`src/rtl/seq_down_timer_reload.sv`:
```
// Loadable down-counting timer with handshake load, optional auto-reload,
// one-cycle terminal-count pulse and a saturating expiry counter.
module seq_down_timer_reload #(
  parameter int WIDTH = 8,
  parameter int CNT_W = 4
) (
  input  logic             clk,
  input  logic             rst,
  input  logic             load_valid,
  output logic             load_ready,
  input  logic [WIDTH-1:0] load_value,
  input  logic             en,
  input  logic             auto_reload,
  input  logic             abort,
  input  logic             clr_cnt,
  output logic [WIDTH-1:0] q,
  output logic             busy,
  output logic             done,
  output logic             tc,
  output logic [CNT_W-1:0] expire_cnt
);

  localparam logic [1:0] IDLE = 2'd0;
  localparam logic [1:0] RUN  = 2'd1;
  localparam logic [1:0] DONE = 2'd2;

  logic [1:0]       state_q, state_d;
  logic [WIDTH-1:0] count_q, count_d;
  logic [WIDTH-1:0] reload_q, reload_d;
  logic             tc_q, tc_d;
  logic [CNT_W-1:0] cnt_q, cnt_d;
  logic             expire;
  logic             load_acc;

  assign busy       = (state_q == RUN);
  assign done       = (state_q == DONE);
  assign load_ready = (state_q != RUN);
  assign q          = count_q;
  assign tc         = tc_q;
  assign expire_cnt = cnt_q;
  assign load_acc   = load_valid && load_ready;

  always_comb begin
    state_d  = state_q;
    count_d  = count_q;
    reload_d = reload_q;
    tc_d     = 1'b0;
    expire   = 1'b0;
    if (abort) begin
      state_d = IDLE;
      count_d = '0;
    end else if (load_acc) begin
      count_d  = load_value;
      reload_d = load_value;
      if (load_value != '0) begin
        state_d = RUN;
      end else begin
        // A zero load expires on the spot.
        state_d = DONE;
        tc_d    = 1'b1;
        expire  = 1'b1;
      end
    end else if ((state_q == RUN) && en) begin
      if (count_q > WIDTH'(1)) begin
        count_d = count_q - WIDTH'(1);
      end else begin
        tc_d   = 1'b1;
        expire = 1'b1;
        if (auto_reload) begin
          count_d = reload_q;
        end else begin
          count_d = '0;
          state_d = DONE;
        end
      end
    end
  end

  always_comb begin
    cnt_d = cnt_q;
    if (clr_cnt) begin
      cnt_d = '0;
    end else if (expire && (cnt_q != '1)) begin
      cnt_d = cnt_q + CNT_W'(1);
    end
  end

  always_ff @(posedge clk or posedge rst) begin
    if (rst) begin
      state_q  <= IDLE;
      count_q  <= '0;
      reload_q <= '0;
      tc_q     <= 1'b0;
      cnt_q    <= '0;
    end else begin
      state_q  <= state_d;
      count_q  <= count_d;
      reload_q <= reload_d;
      tc_q     <= tc_d;
      cnt_q    <= cnt_d;
    end
  end

endmodule

```
`config.mk`:
```
export PLATFORM = sky130hd
export DESIGN_NAME = seq_down_timer_reload
export DESIGN_NICKNAME = d
export VERILOG_FILES = /design/src/rtl/seq_down_timer_reload.sv
export SDC_FILE = /design/constraint.sdc
export NUM_CORES = 1
export LEC_CHECK = 0
export BUFFER_PORTS_ARGS = -buffer_cell sky130_fd_sc_hd__buf_2
export CAP_MARGIN = 30
export CORE_MARGIN = 2
export CORE_UTILIZATION = 57
export CTS_CLUSTER_SIZE = 14
export DETAILED_ROUTE_END_ITERATION = 8
export PLACE_DENSITY_LB_ADDON = 0.25
export SYNTH_ARGS = -nofsm -noshare
export SYNTH_HDL_FRONTEND = slang
export SYNTH_SLANG_ARGS = --single-unit
```
`constraint.sdc`:
```
create_clock -name clk -period 3.8 [get_ports clk]
set_input_delay 0.38 -clock clk [delete_from_list [all_inputs] [get_ports clk]]
set_output_delay 0.38 -clock clk [all_outputs]
set_load 0.05 [all_outputs]
```
# Word level (Yosys, flattened, before mapping)
# Index checks and enable logic that the tools add are counted.
[word_totals]
mem_bits_ro = 0
input_bits = 15
out_inout_bits = 16
n_memories = 0
regBits = 23
ram_bits = 0
wordCells = 41
latch_bits = 0
[classes]
shifts = 0
div = 0
n_addsub = 2
magnitude_cmp = 1
bitwise = 1
n_mul = 0
eq_ne = 6
n_mux = 18
n_reduce_logical = 8
[op_table]
columns = ["operator", "count"]
rows = [
  ["two-way mux 8 bit", 5],
  ["two-way mux 2 bit", 6],
  ["greater-than comparator 8 x 1 -> 1 bit, second input constant", 1],
  ["two-way mux 4 bit", 2],
  ["nonzero test 8 bit", 1],
  ["subtractor 8 x 1 -> 8 bit, second input constant", 1],
  ["two-way mux 1 bit", 5],
  ["adder 4 x 1 -> 4 bit, second input constant", 1],
  ["inequality test 4 bit, second input constant", 1],
  ["logical AND 1 bit", 3],
  ["inequality test 3 x 2 -> 1 bit, second input constant", 1],
  ["inequality test 3 bit, second input constant", 1],
  ["AND reduction 3 bit", 1],
  ["nonzero test 3 bit", 1],
  ["equality test 2 x 1 -> 1 bit, second input constant", 1],
  ["equality test 2 bit, second input constant", 1],
  ["inequality test 2 x 1 -> 1 bit, second input constant", 1],
  ["AND reduction 2 bit", 1],
  ["nonzero test 2 bit", 1],
  ["NOT 1 bit", 1],
]

# Logic depth before layout (Yosys ltp)
[depth]
word_depth = 8
depth_mapped = 8
ltp_nobuf = 7

# Worst setup path after synthesis
# Ideal clock, no wire load.
[synth_timing]
path_type = "reg2reg"
from = "register state_q[0]"
to = "register count_q[6] (netlist: q[6])"
setup_ns = 0.066
setup_slack_ns = 1.378
path_buffers = 1
path_stages_with_launch = 8
synth_period_minus_slack_ns = 2.422
arrival_time_ns = 2.357
required_ns = 3.734
cell_sequence = "dfrtp_1 -> nor2b_1 -> clkbuf_1 -> inv_1 -> a21oi_1 -> nand2_1 -> o311ai_0 -> o21a_1"
[synth_via]
word_cells_on_any_way = 7
cone_classes = "eq/ne (2); mux (2); reduce/logical (3)"
[synth_rtl]
columns = ["item", "line", "rtl"]
rows = [
  ["start: declaration", "27", "logic [1:0] state_q, state_d;"],
  ["start signal: assignment", "96", "state_q <= state_d;"],
  ["equality test 2 x 1 -> 1 bit", "-", ""],
  ["net busy", "17", "output logic busy,"],
  ["logical AND 1 bit", "63", "end else if ((state_q == RUN) && en) begin"],
  ["nonzero test 3 bit (no source line)", "-", ""],
  ["end signal: assignment", "97", "count_q <= count_d;"],
  ["end: declaration", "28", "logic [WIDTH-1:0] count_q, count_d;"],
]
# The timed path passes the listed nets, and every way through them passes these cells.
# A chain may end at the register's enable or synchronous reset.

# Worst setup path after layout
[layout_timing]
from = "register count_q[0] (netlist: q[0])"
to = "register state_q[0]"
[layout_via]
elab_chain_len = 3
[layout_lines]
columns = ["item", "line", "rtl"]
rows = [
  ["greater-than comparator 8 x 1 -> 1 bit", "64", "if (count_q > WIDTH'(1)) begin"],
  ["inequality test 3 bit (no source line)", "-", ""],
  ["AND reduction 3 bit (no source line)", "-", ""],
]
# No other way between the ends.

==> qor.yml <==
status: "complete, no violations"
cap_violations: 0
setup_viol: 0
drt-total-wl_um: 3060
p_leak_uw: 0.000749
required_ns: 4.00
tightest_slew_ns: 0.866
place_congestion: 0.896
start_kind: "register"
overflow: 0
place.port_buffers: 30
dieArea_um2: 2760
grt_use_total_pct: 26.0
root_buffer: "clkbuf_4"
max_freq_mhz: 459
clock_sinks: 23
final_layout_size_suffix_gt1_share_pct: 22.2
ioPinCount: 31
worst-path-max-fanout: 7
area_growth_syn_to_layout_pct: 14.0
grt_busiest_layer: "met2"
avgSynthCellArea_um2: 8.66
async_flop_share_pct: 100
stdcell_count: 213
seq_area_frac_synth_pct: 42.9
vias: 1274
setup-tns-final_ns: 0
synth_seq_cells: 23
synthesis.nets: 173
grt_antenna_before_repair: 0
routedWlPerCell_um: 14.4
remaining_drc_errors: 0
peakVddDrop_mv: 0.395
start_util_pct: 60.7
synth_top_cell_area_share_pct: 42.9
period_share_pct: 57.4
critPathArrivalTime_ns: 2.38
ys.flop_type: "dfrtp_1"
coreArea_um2: 2210
clock_latency_ns: 0.31
drt_iter0_drc: 46
die_x_um: 52.5
numCtsBuffers: 3
criticalPathCategory: "register to register"
hold_viol_final: 0
syn_area_um2: 1340
ys_warn_count: 0
cts_hold_repair.buffers: 0
ys_types: 43
cts_setup_buffers: 0
num_rows: 17
rsz0062_at_grt: "false"
period_needed_ns: 2.18
via_per_inst: 5.98
final_nets: 204
hpwl_um: 2340
grtUsageMet1_pct: 36.4
synth_edf_count: 0
grt_pass1_vias: 1155
dr.pass1.iters: 4
cp-end-kind: "register"
power_density_nw_per_um2: 480
n_antenna_cell: 0
hold_path_class: "input pin to asynchronous set/reset pin"
netlist_instances: 155
die-height_um: 52.5
synth_top_cell_by_area: "dfrtp_1"
postCtsResizedCells: 0
ant_nets: 0
cts.path.max_buffers: 2
slew_viol_final: 0
layout_commonest_cell: "nand2_1"
grt_pass1_wl_um: 5260
synth.area.top_cells: "dfrtp_1 43%, nand2_1 8.7%, a21oi_1 4.8%"
final_cell_mix: "31 x nand2_1, 30 x buf_2, 23 x dfrtp_1, 13 x a21oi_1, 12 x nor2_1"
grt_max_degree: 24
htree_levels: 1
use_met2_pct: 40.2
clkTransAtPathRegs_ns: 0.13
placed_cells_incl_taps: 209
skew_ns: 0.0154
slew_headroom_pct: 42.2
grtUsageMet3_pct: 4.29
cts_tree: "done"
-- metal layers --
layer  vias to the layer above  share of wire [%]
li1                        622                  -
met1                       589                 46
met2                        59                 45
met3                         4                8.1
met4                         0                1.4
met5                         -                  0
-- path summary, 6_finish.rpt --
path                       cells after the start               startpoint  slack (ns)                      end
max in group asynchronous                      2                      rst        3.03  reload_q[2]$_DFFE_PP0P_
hold reg to reg                                2  reload_q[2]$_DFFE_PP0P_        0.50  reload_q[2]$_DFFE_PP0P_
hold / removal                                 2                      rst        0.23         q[4]$_DFFE_PP0P_
min in group clk                               3            load_value[4]        0.29  reload_q[4]$_DFFE_PP0P_
setup reg to reg                               6         q[0]$_DFFE_PP0P_        1.62   state_q[0]$_DFFE_PP0P_
setup / recovery                               6         q[0]$_DFFE_PP0P_        1.62   state_q[0]$_DFFE_PP0P_
-- worst max-delay path, cell delays in order (launching register included) --
cell and delay [ns]:
dfrtp_1 0.46, inv_1 0.10, ha_1 0.26, nor2_1 0.10, or3_1 0.50, or3_4 0.37
a32o_1 0.26
-- kinds of logic (layout without fill, tap and decap cells) --
logic type               count (synthesis)  after routing  synth area share [%]
XOR/XNOR                                 2              2                  1.30
flip-flops                              23             23                  42.9
AO/OA/AOI/OAI                           43             43                  22.2
adder cells (fa/ha/maj)                  3              3                  2.80
AND/OR/NAND/NOR                         73             73                  27.1
buffers and inverters                   11             41                  3.73
-- sequential cells by signal, indices dropped and copies added (netlist names) --
name,count
q,8
reload_q,8
expire_cnt,4
state_q,2
tc,1
-- synth_stat cells (2+ instances only) --
cell	count
a21oi_1	13
and4b_1	2
nor3_1	5
and3_1	2
or3_1	3
o21ai_0	8
o2bb2ai_1	2
a22oi_1	3
nor2b_1	2
nand2_1	31
nand3_1	3
dfrtp_1	23
nor4_1	3
nor2_1	12
clkbuf_1	2
ha_1	3
a31oi_1	3
o21a_1	2
inv_1	7
nand2b_1	2
or3_4	2
-- area by class of cell --
cell class | instances | area, µm²
Inverter | 7 | 26.3
Clock buffer | 4 | 26.3
Fill cell | 191 | 682
Timing Repair Buffer | 30 | 150
Sequential cell | 23 | 576
Multi-Input combinational cell | 121 | 717
Tap cell | 28 | 35.0
-- report_power, final --
| part | total, µW | switching (µW) | internal [µW] | leakage [µW] |
|---|---|---|---|---|
| Combinational | 304 | 205 | 99.8 | 0.000436 |
| Clock | 110 | 68.9 | 40.9 | 0.0000150 |
| Sequential | 320 | 40.4 | 280 | 0.000298 |
| Total | 734 | 314 | 420 | 0.000749 |
-- per-stage QoR --
stage                     instance area (µm²)  total power (µW)  setup WS, ns  hold slack, ns  utilization, %
final                                    1530               734          1.62           0.226            69.2
after global routing                     1530               782          1.47           0.296            69.2
after CTS                                1530               734          1.64           0.256            69.2
after detailed placement                 1500               625          1.66           0.469            68.0
after global placement                   1500               619          1.73           0.459            68.0
after floorplan                          1340               558          1.38           0.382               -
Note: power is estimated with default switching activity, not from simulation.
